## src/rtl/datapath_pkg.sv

```systemverilog
// Shared constants for the two-stage datapath: ALU opcodes and default sizing.
package datapath_pkg;

  localparam int unsigned DefaultWidth = 32;
  localparam int unsigned DefaultNregs = 8;

  localparam logic [2:0] OpAnd  = 3'b000;
  localparam logic [2:0] OpOr   = 3'b001;
  localparam logic [2:0] OpAdd  = 3'b010;
  localparam logic [2:0] OpXor  = 3'b011;
  localparam logic [2:0] OpNor  = 3'b100;
  localparam logic [2:0] OpNone = 3'b101;
  localparam logic [2:0] OpSub  = 3'b110;
  localparam logic [2:0] OpSlt  = 3'b111;

endpackage

```

## src/rtl/pipelined_datapath_if.sv

```systemverilog
// Operation issue and result bundle for pipelined_datapath.
interface pipelined_datapath_if
  import datapath_pkg::*;
#(
  parameter int unsigned WIDTH = DefaultWidth,
  parameter int unsigned AW    = $clog2(DefaultNregs)
);
  logic             valid_in;
  logic             hold;
  logic             wr;
  logic [2:0]       ALUControl;
  logic [AW-1:0]    addr1;
  logic [AW-1:0]    addr2;
  logic [AW-1:0]    addr3;
  logic             use_imm;
  logic [WIDTH-1:0] imm;
  logic             clr_ovf;
  logic [WIDTH-1:0] Result;
  logic             Zero;
  logic             Overflow;
  logic             valid_out;
  logic             ovf_sticky;

  modport master (
    output valid_in, hold, wr, ALUControl, addr1, addr2, addr3, use_imm, imm, clr_ovf,
    input  Result, Zero, Overflow, valid_out, ovf_sticky
  );

  modport slave (
    input  valid_in, hold, wr, ALUControl, addr1, addr2, addr3, use_imm, imm, clr_ovf,
    output Result, Zero, Overflow, valid_out, ovf_sticky
  );
endinterface

```

## src/rtl/alu_param.sv

```systemverilog
// Combinational ALU with two's-complement wrap and signed-overflow detection.
module alu_param
  import datapath_pkg::*;
#(
  parameter int unsigned WIDTH = DefaultWidth
) (
  input  logic [WIDTH-1:0] a,
  input  logic [WIDTH-1:0] b,
  input  logic [2:0]       op,
  output logic [WIDTH-1:0] result,
  output logic             overflow
);
  logic [WIDTH-1:0] sum;
  logic [WIDTH-1:0] diff;
  logic             add_ovf;
  logic             sub_ovf;
  logic             lt;

  assign sum     = a + b;
  assign diff    = a - b;
  assign add_ovf = (a[WIDTH-1] == b[WIDTH-1]) && (sum[WIDTH-1] != a[WIDTH-1]);
  assign sub_ovf = (a[WIDTH-1] != b[WIDTH-1]) && (diff[WIDTH-1] != a[WIDTH-1]);
  // Difference sign flipped on overflow gives the true signed comparison.
  assign lt      = diff[WIDTH-1] ^ sub_ovf;

  always_comb begin
    result   = '0;
    overflow = 1'b0;
    case (op)
      OpAnd: result = a & b;
      OpOr:  result = a | b;
      OpXor: result = a ^ b;
      OpNor: result = ~(a | b);
      OpAdd: begin
        result   = sum;
        overflow = add_ovf;
      end
      OpSub: begin
        result   = diff;
        overflow = sub_ovf;
      end
      OpSlt: result = {{(WIDTH-1){1'b0}}, lt};
      default: result = '0;
    endcase
  end
endmodule

```

## src/rtl/pipelined_datapath.sv

```systemverilog
// Two-stage issue/execute datapath with inline register file and full bypass
// from the execute stage, so dependent operations never stall.
module pipelined_datapath
  import datapath_pkg::*;
#(
  parameter int unsigned WIDTH = DefaultWidth,
  parameter int unsigned NREGS = DefaultNregs,
  localparam int unsigned AW   = $clog2(NREGS)
) (
  input logic                clk,
  input logic                rst,
  pipelined_datapath_if.slave bus
);
  logic [WIDTH-1:0] regs_q [NREGS];

  logic             s_valid_q;
  logic             s_wr_q;
  logic [AW-1:0]    s_addr3_q;
  logic [2:0]       s_op_q;
  logic [WIDTH-1:0] s_a_q;
  logic [WIDTH-1:0] s_b_q;

  logic [WIDTH-1:0] res_q;
  logic             zero_q;
  logic             ovf_q;
  logic             valid_q;
  logic             sticky_q;

  logic [WIDTH-1:0] alu_res;
  logic             alu_ovf;
  logic             fwd;
  logic [WIDTH-1:0] opnd_a;
  logic [WIDTH-1:0] rd_b;
  logic [WIDTH-1:0] opnd_b;

  alu_param #(
    .WIDTH(WIDTH)
  ) u_alu (
    .a       (s_a_q),
    .b       (s_b_q),
    .op      (s_op_q),
    .result  (alu_res),
    .overflow(alu_ovf)
  );

  // The op in the stage register writes back on the next edge; forward it now.
  assign fwd    = s_valid_q && s_wr_q;
  assign opnd_a = (fwd && (s_addr3_q == bus.addr1)) ? alu_res : regs_q[bus.addr1];
  assign rd_b   = (fwd && (s_addr3_q == bus.addr2)) ? alu_res : regs_q[bus.addr2];
  assign opnd_b = bus.use_imm ? bus.imm : rd_b;

  always_ff @(posedge clk or negedge rst) begin
    if (!rst) begin
      s_valid_q <= 1'b0;
      s_wr_q    <= 1'b0;
      s_addr3_q <= '0;
      s_op_q    <= '0;
      s_a_q     <= '0;
      s_b_q     <= '0;
    end else if (!bus.hold) begin
      s_valid_q <= bus.valid_in;
      s_wr_q    <= bus.wr;
      s_addr3_q <= bus.addr3;
      s_op_q    <= bus.ALUControl;
      s_a_q     <= opnd_a;
      s_b_q     <= opnd_b;
    end
  end

  always_ff @(posedge clk or negedge rst) begin
    if (!rst) begin
      for (int i = 0; i < NREGS; i++) regs_q[i] <= '0;
    end else if (!bus.hold && fwd) begin
      regs_q[s_addr3_q] <= alu_res;
    end
  end

  always_ff @(posedge clk or negedge rst) begin
    if (!rst) begin
      valid_q <= 1'b0;
      res_q   <= '0;
      zero_q  <= 1'b0;
      ovf_q   <= 1'b0;
    end else if (!bus.hold) begin
      valid_q <= s_valid_q;
      if (s_valid_q) begin
        res_q  <= alu_res;
        zero_q <= (alu_res == '0);
        ovf_q  <= alu_ovf;
      end
    end
  end

  // A new overflow beats a simultaneous clear; clear still works under hold.
  always_ff @(posedge clk or negedge rst) begin
    if (!rst) begin
      sticky_q <= 1'b0;
    end else if (!bus.hold && s_valid_q && alu_ovf) begin
      sticky_q <= 1'b1;
    end else if (bus.clr_ovf) begin
      sticky_q <= 1'b0;
    end
  end

  assign bus.Result     = res_q;
  assign bus.Zero       = zero_q;
  assign bus.Overflow   = ovf_q;
  assign bus.valid_out  = valid_q;
  assign bus.ovf_sticky = sticky_q;
endmodule
```

## src/flat_wrapper.sv

```systemverilog
// flat-port wrapper written by rule: the top's interface ports become plain ports
module pipelined_datapath_flat import datapath_pkg::*;
#(
  parameter int unsigned WIDTH = DefaultWidth,
  parameter int unsigned NREGS = DefaultNregs,
  localparam int unsigned AW   = $clog2(NREGS)
)
  (clk, rst, bus_valid_in, bus_hold, bus_wr, bus_ALUControl, bus_addr1, bus_addr2, bus_addr3, bus_use_imm, bus_imm, bus_clr_ovf, bus_Result, bus_Zero, bus_Overflow, bus_valid_out, bus_ovf_sticky);
  pipelined_datapath_if #(.WIDTH(WIDTH)) bus_i ();
  input logic clk;
  input logic rst;
  input wire logic [$bits(bus_i.valid_in)-1:0] bus_valid_in;
  input wire logic [$bits(bus_i.hold)-1:0] bus_hold;
  input wire logic [$bits(bus_i.wr)-1:0] bus_wr;
  input wire logic [$bits(bus_i.ALUControl)-1:0] bus_ALUControl;
  input wire logic [$bits(bus_i.addr1)-1:0] bus_addr1;
  input wire logic [$bits(bus_i.addr2)-1:0] bus_addr2;
  input wire logic [$bits(bus_i.addr3)-1:0] bus_addr3;
  input wire logic [$bits(bus_i.use_imm)-1:0] bus_use_imm;
  input wire logic [$bits(bus_i.imm)-1:0] bus_imm;
  input wire logic [$bits(bus_i.clr_ovf)-1:0] bus_clr_ovf;
  output wire logic [$bits(bus_i.Result)-1:0] bus_Result;
  output wire logic [$bits(bus_i.Zero)-1:0] bus_Zero;
  output wire logic [$bits(bus_i.Overflow)-1:0] bus_Overflow;
  output wire logic [$bits(bus_i.valid_out)-1:0] bus_valid_out;
  output wire logic [$bits(bus_i.ovf_sticky)-1:0] bus_ovf_sticky;
  assign bus_i.valid_in = bus_valid_in;
  assign bus_i.hold = bus_hold;
  assign bus_i.wr = bus_wr;
  assign bus_i.ALUControl = bus_ALUControl;
  assign bus_i.addr1 = bus_addr1;
  assign bus_i.addr2 = bus_addr2;
  assign bus_i.addr3 = bus_addr3;
  assign bus_i.use_imm = bus_use_imm;
  assign bus_i.imm = bus_imm;
  assign bus_i.clr_ovf = bus_clr_ovf;
  assign bus_Result = bus_i.Result;
  assign bus_Zero = bus_i.Zero;
  assign bus_Overflow = bus_i.Overflow;
  assign bus_valid_out = bus_i.valid_out;
  assign bus_ovf_sticky = bus_i.ovf_sticky;
  pipelined_datapath #(.WIDTH(WIDTH), .NREGS(NREGS)) u_core (.clk(clk), .rst(rst), .bus(bus_i));
endmodule
```

## config.mk

```make
export PLATFORM = sky130hd
export DESIGN_NAME = pipelined_datapath_flat
export DESIGN_NICKNAME = d
export VERILOG_FILES = /design/src/rtl/datapath_pkg.sv /design/src/rtl/pipelined_datapath_if.sv /design/src/rtl/alu_param.sv /design/src/rtl/pipelined_datapath.sv /design/src/flat_wrapper.sv
export SDC_FILE = /design/constraint.sdc
export NUM_CORES = 1
export LEC_CHECK = 0
export CORE_ASPECT_RATIO = 0.5
export CORE_UTILIZATION = 25
export DETAILED_ROUTE_END_ITERATION = 8
export PLACE_DENSITY_LB_ADDON = 0.12
export SLEW_MARGIN = 0
export SYNTH_ARGS = -nofsm -noshare
export SYNTH_HDL_FRONTEND = slang
export SYNTH_SLANG_ARGS = --single-unit
```

## constraint.sdc

```tcl
create_clock -name clk -period 12.3 [get_ports clk]
set_clock_uncertainty 0.2 [all_clocks]
set_input_delay 2.46 -clock clk [delete_from_list [all_inputs] [get_ports clk]]
set_output_delay 2.46 -clock clk [all_outputs]
set_load 0.1 [all_outputs]
```

* Word-level counts from Yosys, hierarchy flattened
Index checks and enable logic that the tools add are counted.
Widths: inputs -> output; s select.
** Storage, ports and cells
- Register bits :: 364
- Input port bits :: 51
- Logic and storage cells :: 76
** Operators by class
- $add $sub $neg :: 2
- Order comparisons :: 4
- Equality and inequality tests :: 12
- Muxes and demuxes :: 16
- Bitwise operators :: 9
- Reduce and logical (&&, ||, !) cells :: 14
** Operators with widths (number)
- $bwmux 256 :: 1
- $mux 32 :: 8
- $pmux 32 s7 :: 1
- $bmux 32 s3 :: 2
- $demux 32 s3 :: 1
- $add 32x32->32 :: 1
- $and 32x32->32 :: 1
- $logic_not 32->1 :: 1
- $not 32->32 :: 1
- $or 32x32->32 :: 1
- $sub 32x32->32 :: 1
- $xor 32x32->32 :: 1
- $ge 4x4->1 const B :: 3
- $not 3->4 :: 3
- $eq 3x3->1 const B :: 3
- $logic_and 1x1->1 :: 9
- $eq 3x2->1 const B :: 2
- $eq 3x3->1 :: 2
- $lt 4x1->1 const B :: 1
- $eq 3x1->1 const B :: 1
- $logic_not 3->1 :: 1
- $ne 1x1->1 :: 3
- $mux 1 :: 2
- $pmux 1 s2 :: 1
- other kinds (6) :: 6

* Longest topological paths before layout
- Word-level depth :: 7
- Gate-level depth with buffers :: 23

* Hierarchy
From an unflattened synthesis, not the netlist that was laid out.
** Unflattened totals
- Cell total of the unflattened synthesis :: 2316
- Area, all modules :: 23872.9 um^2
** By module, submodules not included
- pipelined_datapath :: instances 1, cells an instance 1502, area each 18509.0 um^2, seq. area each 9108.7 um^2
- alu_param :: instances 1, cells an instance 814, area each 5363.9 um^2, seq. area each 0.0 um^2

* Worst setup path before layout
Ideal clock, no wire load.
- Kind :: input to register
- Start point :: input bus_addr2[0]
- End point :: register u_core.s_b_q[27]
- Arrival time :: 4629 ps
- Required time :: 11967 ps
- Setup slack :: 7339 ps
- Stages :: 8
- Cells stage by stage :: clkbuf_1 -> buf_1 -> mux4_2 -> nor2b_1 -> a211oi_1 -> a211oi_1 -> a211oi_1 -> a21oi_1
** Between the ends
- Longest elaborated chain between the ends :: 6
- Elaborated cells on any way between the ends :: 8
- Classes of those cells :: eq/ne: 1; mux: 5; bitwise: 1; reduce/logical: 1
** RTL lines
- start, declared :: RTL line flat_wrapper.sv:17 : input wire logic [$bits(bus_i.addr2)-1:0] bus_addr2;
- $not 3->4 (implied by the code) :: RTL line pipelined_datapath.sv:49 : assign rd_b = (fwd && (s_addr3_q == bus.addr2)) ? alu_res : regs_q[bus.addr2];
- $bmux 32 s3 :: RTL line pipelined_datapath.sv:49
- $mux 32 (implied by the code) (2 in series) :: RTL line pipelined_datapath.sv:49
- $mux 32 * :: RTL line pipelined_datapath.sv:49
- $mux 32 * :: RTL line pipelined_datapath.sv:50 : assign opnd_b = bus.use_imm ? bus.imm : rd_b;
- end signal, assigned :: RTL line pipelined_datapath.sv:66 : s_b_q <= opnd_b;
- end, declared :: RTL line pipelined_datapath.sv:21 : logic [WIDTH-1:0] s_b_q;
Mark *: on every way between the ends. The rest lies on a longest branch, timed or not. The select of a mux whose other input is x is not followed.
A chain may end at the register's enable or synchronous reset.

* Worst setup path in the final report
- Start point :: register u_core.s_b_q[6]
- End point :: register u_core.zero_q, in the netlist u_core.bus.Zero
** Between the ends
- Longest elaborated chain between the ends :: 6
- Elaborated cells on any way between the ends :: 11
- Classes of those cells :: add/sub: 2; eq/ne: 1; mux: 1; bitwise: 5; reduce/logical: 2
** RTL lines
- $sub 32x32->32 :: RTL line alu_param.sv:20 : assign diff = a - b;
- $ne 1x1->1 :: RTL line alu_param.sv:22 : assign sub_ovf = (a[WIDTH-1] != b[WIDTH-1]) && (diff[WIDTH-1] != a[WIDTH-1]);
- $logic_and 1x1->1 :: RTL line alu_param.sv:22
- $xor 1x1->1 :: RTL line alu_param.sv:24 : assign lt = diff[WIDTH-1] ^ sub_ovf;
- $pmux 32 s7 * :: RTL line alu_param.sv:29 : case (op)
- $logic_not 32->1 * :: RTL line pipelined_datapath.sv:88 : zero_q <= (alu_res == '0);
- end signal, assigned :: RTL line pipelined_datapath.sv:88
- end, declared :: RTL line pipelined_datapath.sv:24 : logic zero_q;
Mark *: on every way between the ends. The rest lies on a longest branch, timed or not.

==> flow_summary.ini <==
[routing]
drtIter0Drc = 1597
wl_met1_um = 47500
wl_per_cell_um = 23.7
drc_errors = 0
ant_nets = 0
wl_um = 87800
wl_met2_um = 34500
viasPerCell = 5.12
wl_met3_um = 4520
vias = 18900
dr.max_layer_used = met5
drt_first_pass_iters = 5

[cells_and_area]
drive_above_1_share_pct = 15.3
final_cell_count_no_fill = 3701
multi_input_area_sq_um = 13200
area_delta_synth_final_pct = 14.9
fill_cells = 9694
final_cell_mix = dfrtp_1, a21oi_1, nor2_1
seq_area_sq_um = 9110
layout_commonest_cell = dfrtp_1
num-nets-final = 2583

[critical_path]
path_max_fanout = 12
startpoint_type = flop
critPathCaptureType = flop
crit_chain = inv_1, ha_1, nor2b_2, or4_4, o2111a_2, o2111ai_2, nand2_2, a211oi_2, nor3_1, o21ai_0, nand2b_1, a21oi_1, fa_1, o22a_1, o22ai_1, a21oi_1, and4_1, nand4_1, o31ai_2
crit_type = flop to flop
worstPathArrival_ns = 5.99
required_ns = 12.58
critPathSlowestCell = a21oi_1
slowest_delay_ns = 0.98
critPathMostFrequentCell = a21oi_1

[logic_synthesis]
synth_flop_cell = dfrtp_1
ys_seq_area_share_pct = 38.8
syn_area_sq_um = 23400
synthesis.nets = 2615
yosysWarnings = 0
ys_types = 96
post_synth.cell_area_avg_sq_um = 9.54
synth_seq_cells = 364
synth_top_area_cell = dfrtp_1
ys_top_cells_by_area = dfrtp_1, mux4_2, a21oi_1
async_flop_share_pct = 100
synth.top_cell.area_share_pct = 38.8
synth-edff-count = 0
synthCells = 2458

[floorplanning]
die_height_um = 219
dieArea_sq_um = 95100
dieWidth_um = 435
start_util_pct = 25.6
ios = 87
fp-row-count = 78
core_area_sq_um = 91700

[power]
peakVddDrop_mv = 0.0991
comb_power_share_pct = 49.1
p_per_area_nw_per_um2 = 247
p_sw_mw = 2.99
clkPwrFrac_pct = 19.2
switching_share_pct = 45.1
power_frac_seq_pct = 31.7
leakage_nw = 11.0
p_int_mw = 3.65

[min_path]
hp-class = flop to flop

[clocking]
ctsResizeCount = 0
cts_made_buffers = 43
clk_latency_ns = 0.58
ctsHoldBuffers = 0
cts_setup_buffers = 0
cts_tree = yes
clock-sinks = 364
htreeDepth = 2
cts.path.max_buffers = 3
clk_pin_slew_ns = 0.06
cts_root_buffer = clkbuf_16

[timing]
slew_viol_final = 0
worst_slew_margin_rel_pct = 16.1
min_period_ns = 5.71
final_hold_viol_count = 0
clock.fmax_mhz = 175
finalCritPeriodShare_pct = 46.4
setup_tns_ns = 0
setup_slack_ns = 6.59
tightest_slew_ns = 1.26
rsz0062_at_grt = false
finalSetupViolations = 0

[global_route]
grt_overflow = 0
grt_max_degree = 103
grt_pass1_vias = 18200
track_usage_pct = 18.4
grt_pass1_wl_um = 131000
antenna_found_initial = 4

[status]
outcome = finished clean

[place]
hpwlAfterDp_um = 61000
io_buffers = 86
dp.cells = 3621
gp_routability_congestion = 0.843
dp_worst_setup_slack_ns = 6.13

[job]
drv_cap = 0
==> flip-flops by register name, indices dropped and copies added, names as in the netlist <==
signal,flops
u_core.s_op_q,3
u_core.regs_q,256
u_core.bus.ovf_sticky,1
u_core.bus.Overflow,1
u_core.bus.valid_out,1
u_core.bus.Zero,1
u_core.s_a_q,32
u_core.bus.Result,32
u_core.s_wr_q,1
u_core.s_valid_q,1
u_core.s_b_q,32
u_core.s_addr3_q,3
==> worst max-delay path, delay by kind of cell (launching register included) <==
family	cells	cell delay (ns)
adders and majority gates	2	0.75
AOI/OAI and AO/OA	9	2.71
buffers and inverters	1	0.16
and+or+nand+nor	7	1.33
DFF	1	0.43
==> synthesized netlist by cell type, types with 4 or more instances <==
cell,instances
or2_2,7
buf_1,18
o21ai_0,186
a22oi_1,20
and4_1,9
and3_1,5
inv_1,99
buf_2,32
a31oi_1,14
clkbuf_1,167
o21a_1,10
mux2_2,49
o2111ai_1,4
o211ai_1,8
o221ai_1,4
o31ai_1,12
mux4_2,129
a221oi_1,10
a211o_1,7
ha_1,103
a21oi_1,288
o22ai_1,7
dfrtp_1,364
xnor2_1,17
a21o_1,18
mux2i_1,24
o21ai_1,18
a2111oi_0,6
nor2_1,247
nand4_1,7
nor4_1,14
nand2b_1,12
nor3b_1,5
nand2_1,224
nand3_1,16
a222oi_1,4
a21boi_0,5
nor3_1,29
a211oi_1,109
a22o_1,4
nor2b_1,50
xor2_1,10
and2_1,5
o21bai_1,4
==> kinds of logic (layout without fill, tap and decap cells) <==
family / Yosys count / after routing / synth area share, %
adder cells (fa/ha/maj): 106 / 106 / 5.75
flip-flops: 364 / 364 / 38.8
XOR/XNOR: 27 / 27 / 1.01
buffers and inverters: 324 / 323 / 5.47
AO/OA/AOI/OAI: 785 / 785 / 20.7
other: 0 / 4 / 0
AND/OR/NAND/NOR: 650 / 650 / 12.4
multiplexers: 202 / 202 / 15.8
==> final timing paths <==
check                                      startpoint               endpoint  slack, ns  depth (start not counted)
worst max-delay path                  u_core.s_b_q[6]        u_core.bus.Zero       6.59                         19
worst min-delay path            u_core.bus.Result[30]  u_core.bus.Result[30]       0.27                          2
worst max register to register        u_core.s_b_q[6]        u_core.bus.Zero       6.59                         19
worst min register to register  u_core.bus.Result[30]  u_core.bus.Result[30]       0.27                          2
max in group asynchronous                         rst       u_core.s_op_q[2]       8.60                          2
min in group asynchronous                         rst  u_core.bus.Result[22]       1.74                          1
==> metrics by stage <==
stage	hold slack (ns)	utilization [%]	instance area [sq um]	power [mW]
2_1_floorplan	0.262	-	23400	4.23
3_3_place_gp	0.260	27.8	25500	5.32
3_5_place_dp	0.262	27.8	25500	5.35
4_1_cts	0.278	29.3	26900	6.66
5_1_grt	0.318	29.3	26900	7.09
6_report	0.273	29.4	26900	6.64
==> power groups by stage <==
stage	Clock, mW	Combinational (mW)	Sequential, mW
floorplan	0	1.97	2.27
global placement	0	3.21	2.11
detailed placement	0	3.23	2.12
CTS	1.32	3.24	2.10
global route	1.37	3.54	2.18
finish	1.27	3.26	2.10
==> layer usage <==
metal	vias up	global-route usage (%)
li1	8869	-
met1	9596	29.8
met2	408	25.0
met3	69	2.95
met4	2	3.57
met5	-	0
==> cell type report <==
class / instances / area share [%]
diodes: 4 / 0.0372
clock buffers: 64 / 4.78
clock inverters: 12 / 0.381
inverters: 102 / 1.42
multi-input cells: 1770 / 49.0
flip-flops and latches: 364 / 33.8
well taps: 1240 / 5.76
repair buffers: 145 / 4.76
(Power assumes the default switching activity.)
